File: src/rtl/fetch_queue_pkg.sv
// Shared field widths for the IF->ID fetch queue datapath.
package fetch_queue_pkg;

   localparam int ADDR_W = 32;  // program-counter width
   localparam int INST_W = 32;  // instruction word width
   localparam int GHR_W  = 8;   // PHT index width (global history)

endpackage

File: src/rtl/fetch_queue_ram.sv
// Entry storage for the fetch queue: DEPTH x WIDTH register array,
// one synchronous write port and one asynchronous read port. Contents are
// never reset; validity is tracked entirely by the pointers in the parent.
module fetch_queue_ram #(
   parameter int DEPTH     = 8,
   parameter int PTR_WIDTH = 3,
   parameter int WIDTH     = 73
) (
   input  logic                 clk,
   input  logic                 we,
   input  logic [PTR_WIDTH-1:0] waddr,
   input  logic [WIDTH-1:0]     wdata,
   input  logic [PTR_WIDTH-1:0] raddr,
   output logic [WIDTH-1:0]     rdata
);

   logic [WIDTH-1:0] mem [DEPTH];

   // Write the addressed entry on an accepted push.
   always_ff @(posedge clk) begin
      if (we) begin
         mem[waddr] <= wdata;
      end
   end

   assign rdata = mem[raddr];

endmodule

File: src/rtl/fetch_queue.sv
// Decoupling FIFO between IF and ID. IF pushes one fetched instruction per
// cycle; ID pops the oldest entry over a valid/ready handshake. A flush
// (mispredict or exception) empties the queue in one cycle by snapping the
// write pointer onto the read pointer.
module fetch_queue
   import fetch_queue_pkg::*;
#(
   parameter int DEPTH     = 8,
   parameter int PTR_WIDTH = 3
) (
   input  logic                 clk,
   input  logic                 rst,
   input  logic                 flush,
   input  logic                 push_valid,
   output logic                 push_ready,
   input  logic [ADDR_W-1:0]    pc_in,
   input  logic [INST_W-1:0]    inst_in,
   input  logic                 is_branch_taken_in,
   input  logic [GHR_W-1:0]     pht_index_in,
   output logic                 pop_valid,
   input  logic                 pop_ready,
   output logic [ADDR_W-1:0]    pc_out,
   output logic [INST_W-1:0]    inst_out,
   output logic                 is_branch_taken_out,
   output logic [GHR_W-1:0]     pht_index_out,
   output logic [PTR_WIDTH:0]   count
);

   // Entry packing: {is_branch_taken, pht_index, pc, inst}
   localparam int ENTRY_W = 1 + GHR_W + ADDR_W + INST_W;
   localparam logic [PTR_WIDTH:0] FULL_COUNT = (PTR_WIDTH + 1)'(DEPTH);

   logic [PTR_WIDTH-1:0] wptr;
   logic [PTR_WIDTH-1:0] rptr;
   logic                 do_push;
   logic                 do_pop;
   logic                 we;
   logic [ENTRY_W-1:0]   wdata;
   logic [ENTRY_W-1:0]   rdata;

   assign pop_valid = (count != '0);

   // A full queue still accepts when the head leaves this cycle; during a
   // flush IF is never stalled (its push is simply dropped).
   assign push_ready = flush | (count != FULL_COUNT) | (pop_valid & pop_ready);

   assign do_push = push_valid & push_ready;
   assign do_pop  = pop_valid & pop_ready;

   // Flush and reset both drop the same-cycle push, so keep it out of storage.
   assign we    = do_push & ~flush & ~rst;
   assign wdata = {is_branch_taken_in, pht_index_in, pc_in, inst_in};

   fetch_queue_ram #(
      .DEPTH     (DEPTH),
      .PTR_WIDTH (PTR_WIDTH),
      .WIDTH     (ENTRY_W)
   ) u_ram (
      .clk   (clk),
      .we    (we),
      .waddr (wptr),
      .wdata (wdata),
      .raddr (rptr),
      .rdata (rdata)
   );

   // Head entry is presented combinationally; an empty queue shows all zeros (NOP).
   assign {is_branch_taken_out, pht_index_out, pc_out, inst_out} =
      pop_valid ? rdata : '0;

   // Pointer and occupancy update: reset, then flush, then push/pop.
   always_ff @(posedge clk) begin
      if (rst) begin
         wptr  <= '0;
         rptr  <= '0;
         count <= '0;
      end else if (flush) begin
         wptr  <= rptr;
         count <= '0;
      end else begin
         if (do_push) begin
            wptr <= wptr + 1'b1;
         end
         if (do_pop) begin
            rptr <= rptr + 1'b1;
         end
         case ({do_push, do_pop})
            2'b10:   count <= count + 1'b1;
            2'b01:   count <= count - 1'b1;
            default: count <= count;
         endcase
      end
   end

endmodule

File: config.mk
export PLATFORM = sky130hd
export DESIGN_NAME = fetch_queue
export DESIGN_NICKNAME = d
export VERILOG_FILES = /design/src/rtl/fetch_queue_pkg.sv /design/src/rtl/fetch_queue_ram.sv /design/src/rtl/fetch_queue.sv
export SDC_FILE = /design/constraint.sdc
export NUM_CORES = 1
export LEC_CHECK = 0
export CAP_MARGIN = 0
export CORE_UTILIZATION = 61
export CTS_BUF_LIST = sky130_fd_sc_hd__clkbuf_8
export DETAILED_ROUTE_END_ITERATION = 10
export PLACE_DENSITY = 0.82
export SLEW_MARGIN = 0
export SYNTH_ARGS = -nofsm -noshare
export SYNTH_HDL_FRONTEND = slang
export SYNTH_SLANG_ARGS = --single-unit
File: constraint.sdc
create_clock -name clk -period 12.7 [get_ports clk]
set_input_delay 2.54 -clock clk [delete_from_list [all_inputs] [get_ports clk]]
set_output_delay 2.54 -clock clk [all_outputs]
set_load 0.005 [all_outputs]
### Yosys cells after proc, flatten, opt, wreduce, memory -nomap -nowiden

Memories as Yosys holds them, arrays and structs flattened. A register that Yosys moved wholly into a read port is not among the register bits.
Index checks and enable logic that the tools add are counted.

| cells by class | value |
|---|---|
| equal/unequal tests | 3 |
| bitwise gates (word level) | 8 |
| add/subtract/negate cells | 4 |
| mux-type cells | 8 |
| reduce and logical (&&, ||, !) cells | 5 |

Operators with widths:

| operator | number |
|---|---|
| 2-to-1 mux 73 bit | 1 |
| 2-to-1 mux 3 bit | 4 |
| case mux 4 bit (2 select lines) | 1 |
| adder 3 x 1 -> 3 bit, second input constant | 2 |
| adder 4 x 1 -> 4 bit, second input constant | 1 |
| AND 1 bit | 4 |
| != test 4 bit, second input constant | 1 |
| nonzero test 2 bit | 2 |
| nonzero test 4 bit | 1 |
| subtractor 4 x 1 -> 4 bit, second input constant | 1 |
| equality test 2 x 1 -> 1 bit, second input constant | 1 |
| equality test 2 bit, second input constant | 1 |
| 2-to-1 mux 1 bit | 2 |
| inverter 1 bit | 2 |
| OR 1 bit | 2 |
| AND reduction 2 bit | 1 |
| OR reduction 2 bit | 1 |

| word-level totals | value |
|---|---|
| logic and storage cells | 32 |
| bits of input ports | 78 |
| output and inout bits | 79 |
| register bits | 10 |
| memories kept | 1 |
| memory bits (writable) | 584 |

Memories:

| memory | words | width | rd ports | clocked after memory_dff | wr ports | line | source |
|---|---|---|---|---|---|---|---|
| u_ram.mem | 8 | 73 | 1 | 1 | 1 | fetch_queue_ram.sv:17 | `logic [WIDTH-1:0] mem [DEPTH];` |

### Longest topological paths before layout

| logic depth | value |
|---|---|
| depth after elaboration | 8 |
| mapped depth | 9 |
| gate-level depth less buffers | 8 |

### Hierarchy

From an unflattened synthesis, not the netlist that was laid out.

| second synthesis, totals | value |
|---|---|
| cells, all modules | 1,011 |
| area, all modules | 23,731.5 µm² |

Modules (own cells, without submodules):

| module | sequential area each (µm²) | area an instance (µm²) | cells an instance | times used |
|---|---|---|---|---|
| fetch_queue_ram | 17,536.8 | 22,540.4 | 856 | 1 |
| fetch_queue | 200.2 | 1,191.1 | 155 | 1 |

### Worst setup path before layout

OpenSTA, ideal clock, no wires.

| path | value |
|---|---|
| path type | input to register |
| start | input rst |
| end | memory u_ram.mem[0][0], enable pin |
| path buffers | 1 |
| arrival | 10,068 ps |
| stages on the path | 4 |
| required time | 12,016 ps |
| path slack | 1,948 ps |
| setup time | 684 ps |
| path through | clkbuf_1 nor2_1 nand2_1 nor4_1 |

| between the ends | value |
|---|---|
| cells in the longest elaborated chain, start to end | 4 |

Ends and longest elaborated chain:

| element | line | source |
|---|---|---|
| from (decl) | fetch_queue.sv:12 | `input logic rst,` |
| inverter 1 bit | fetch_queue.sv:51 | `assign we = do_push & ~flush & ~rst;` |
| AND 1 bit | fetch_queue.sv:51 |  |
| 2-to-1 mux 1 bit | fetch_queue_ram.sv:21 | `if (we) begin` |
| 2-to-1 mux 1 bit (implied by the code) | fetch_queue_ram.sv:22 | `mem[waddr] <= wdata;` |
| to (decl) | fetch_queue_ram.sv:17 |  |

No other way between the ends.

### Worst setup path in the final report

| path | value |
|---|---|
| start | input flush |
| end | output push_ready |

| between the ends | value |
|---|---|
| cells in the longest elaborated chain, start to end | 2 |

Ends and longest elaborated chain:

| element | line | source |
|---|---|---|
| from (decl) | fetch_queue.sv:13 | `input logic flush,` |
| OR 1 bit (2 in a row) | fetch_queue.sv:45 | `assign push_ready = flush \| (count != FULL_COUNT) \| (pop_valid & pop_ready);` |
| to (decl) | fetch_queue.sv:15 | `output logic push_ready,` |

No other way between the ends.

==> results.md <==
* Commonest cells in the synthesized netlist: edfxtp_1 (584), mux4_2 (146), nor2_1 (85)
* Worst path bufs/invs at 2
* RR Endpoint: u_ram.mem[7][34]
* Min Clock Period, post-route at 6900 ps
* Fmax at 145 MHz
* Starting Density at 62.2%
* Leak at ~8.2 nW
* Die Span Y at 196 um
* Number of CTS-inserted buffers at 92
* Clock Latency Late Sink at 630 ps
* Placement Cell Area at 0.0250 mm2
* Post-synth cell types at 40
* CP startpoint: flush
* DRT iter0 DRCs at 804
* Clock Skews at 24.6 ps
* Worst R2R Setup Slack at about 9500 ps
* Postcts setup bufs at 0
* Initial antenna violation count at 2
* WHS at 518 ps
* Clk sinks at between 500 and 600
* FP Rows at 70
* Via density at 6.04
* Post-synth EDFFs at 584
* Max-cap violations at 0
* Post-route cell area at 0.0267 mm2
* Final Max Slew Viols at 0
* CTS root buf: clkbuf_8
* Largest net degree at the start of global routing at 113
* Placeable Area at around 0.037 mm2
* Worst-Margin Slew at between 1000 and 1500 ps
* GP Congestion at between 0.8 and 0.9
* Critical path depth at 4
* Critical path endpoint category: output pin
* Layout Cells excl Fill at 1,782
* Final ANT Viol Nets at 0
* Number of global-route vias before repair at roughly 11,000
* Hold Fails Final Rpt at 0
* Sw Ratio at 21.0%
* Worst VDD drop at a little under 100 uV
* Post-detail-place hpwl at 22,900 um
* Avg Cell Area, Syn at 22.5 um2
* Largest delay share family, worst path: buffers and inverters
* Asr flop ratio synth at 0%
* # port buffers at 156
* CTS tree: done
* Die area at 0.0382 mm2
* Synth warn at 0
* Routed Wire Length at 44,000 um
* Min-Delay Path Class: reg -> reg
* Worst setup margin at 5800 ps
* Syn_nets at 1,100
* Max Root-Sink Buffers at 3
* Final setup vio count at 0
* GRT Util Overall at about a quarter
* Clock share of power at 38.0%
* Top_reg_cell synth: edfxtp_1
* Top post-synthesis cells by area: edfxtp_1 (77%), mux4_2 (14%), mux2i_1 (3.4%)
* Crit path DAT at 4360 ps
* Routed WL per cell at 24.7 um
* RSZ-0062 raised after global routing: false
* Post-CTS Hold Fix Bufs at 0
* Startpoint Class: input pin
* Critical path data required time at between 10,000 and 15,000 ps
* Die width at 196 um
* GR Overflow Total at 0
* Cell area power density at 144 mW/mm2
* Critical hold path startpoint: wptr[1]
* Reg clk slew, reported paths at about 60 ps
* Sequential share of power at 56.9%
* Worst slack, placed at 5830 ps
* Count of TritonRoute iterations in the first routing pass at 5
* Syn Inst Count at around 1,000
* Placed cell count at 1,605
* # fillers at 2,117
* # DRC at 0
* Net count reported at finish at 1,314
* Post-route clock period utilization at between 50% and 60%
* Combinational fraction of design power at slightly above 5%
* Slowest stage cell, crit path: clkdlybuf4s50_1
* Post-layout util at 72.8%
* Mapped cell area at 0.0228 mm2
* Top-count cell post-synth: edfxtp_1
* # IOs at 157
* Seq/Total Area, Yosys at 77.9%
* Ratio of cells with drive above 1 in the final layout at 22.2%
* Hold depth at 2
* Synth Register Bits at 597
* P_sw at 0.807 mW
* Setup TNS at 0 ps
* Top-area cell type share of the netlist area at 76.8%
* Int Pwr at 3.04 mW
* H-tree levels at 3
* Total power at 3.85 mW
* Area leader, netlist: edfxtp_1
* Status: complete, no violations
* Worst R2R Path Depth at 5
* Global-route wire length before repair at around 67,000 um
* Max_slew headroom at 23.9%
* Critical path peak fanout at 8
* Resized Gates After CTS at 0
* Reg-to-Reg Start: count[2]
* Crit-path max cell delay at 540 ps
* Critical Path Most Common Cell: clkdlybuf4s50_1
* Setup CP Type: in -> out
* P&R area growth vs syn at 16.9%
* Cell Chain, Critical Path: clkdlybuf4s50_1, or3b_4, or2_1, clkdlybuf4s50_1
* Via count at 10,800
* Endpoint, Worst Hold: wptr[1]
[sequential cells by signal, indices dropped and copies added, names as in the netlist, named ones only]
register	count
u_ram.mem	584
count	4
rptr	3
wptr	3
[per-layer routing]
layer | up-vias | global-route usage (%) | share of wire [%]
met5 | - | 0 | 0
li1 | 4684 | - | -
met3 | 82 | 4.70 | 6.1
met2 | 376 | 39.5 | 51
met4 | 0 | 7.93 | 2.2
met1 | 5623 | 32.4 | 40
[cell usage in the layout (no fill, tap or decap), types with 2 or more instances in the layout]
cell / synthesis / layout
edfxtp_1: 584 / 584
clkdlybuf4s50_1: 0 / 156
mux4_2: 146 / 146
clkbuf_8: 0 / 95
nor2_1: 85 / 80
mux2i_1: 77 / 77
inv_1: 6 / 44
clkinv_1: 0 / 24
buf_4: 1 / 16
dfxtp_1: 13 / 10
nand2_1: 6 / 6
nor2_4: 0 / 5
clkinvlp_4: 0 / 5
clkinv_2: 0 / 5
diode_2: 0 / 4
a21oi_1: 4 / 4
ha_1: 4 / 4
nand3_1: 3 / 3
xnor2_1: 3 / 3
dfxtp_4: 0 / 3
bufinv_16: 0 / 3
nand4_1: 2 / 2
nor3_2: 0 / 2
nor4_2: 0 / 2
a311oi_1: 2 / 2
o21ai_1: 2 / 2
o211ai_1: 2 / 2
xor2_1: 2 / 2
a21o_1: 2 / 2
inv_6: 0 / 2
[kinds of logic (layout without fill, tap and decap cells)]
family / count (synthesis) / count (layout) / share of synthesized area (%)
compound gates: 17 / 17 / 0.630
simple gates: 110 / 110 / 2.06
mux: 224 / 224 / 17.8
fa+ha+maj: 5 / 5 / 0.307
xor+xnor: 5 / 5 / 0.192
other cells: 0 / 4 / 0
buf+inv: 59 / 352 / 1.08
flops: 597 / 597 / 77.9
[worst reg2reg max path: cells and delay by family (launching register included)]
family	cells	cell delay, ps
buffers and inverters	1	850
DFF	1	470
and+or+nand+nor	4	1420
[layout make-up]
class	instances	area (um2)	area share, %
inverters	6	22.5	0.0843
repair buffers	173	1700	6.37
well taps	468	586	2.19
flip-flops and latches	597	17800	66.7
diodes	4	10.0	0.0375
clock inverters	78	412	1.54
multi-input cells	361	4860	18.2
clock buffers	95	1310	4.90
[worst max path at each step]
stage | endpoint | slack, ps
2_1_floorplan | u_ram.mem[0][0] | 1950
3_3_place_gp | push_ready | 5860
3_5_place_dp | push_ready | 5830
4_1_cts | push_ready | 5830
5_1_grt | push_ready | 5780
6_report | push_ready | 5800
[power by group through the flow]
stage | clock (mW) | combinational, mW | sequential [mW]
5_1_grt | 1.58 | 0.211 | 2.19
2_1_floorplan | 0 | 0.0934 | 2.23
3_3_place_gp | 0 | 0.193 | 2.23
3_5_place_dp | 0 | 0.198 | 2.23
4_1_cts | 1.49 | 0.199 | 2.19
6_report | 1.46 | 0.196 | 2.19
No activity file was read; power rests on OpenSTA's default activity.
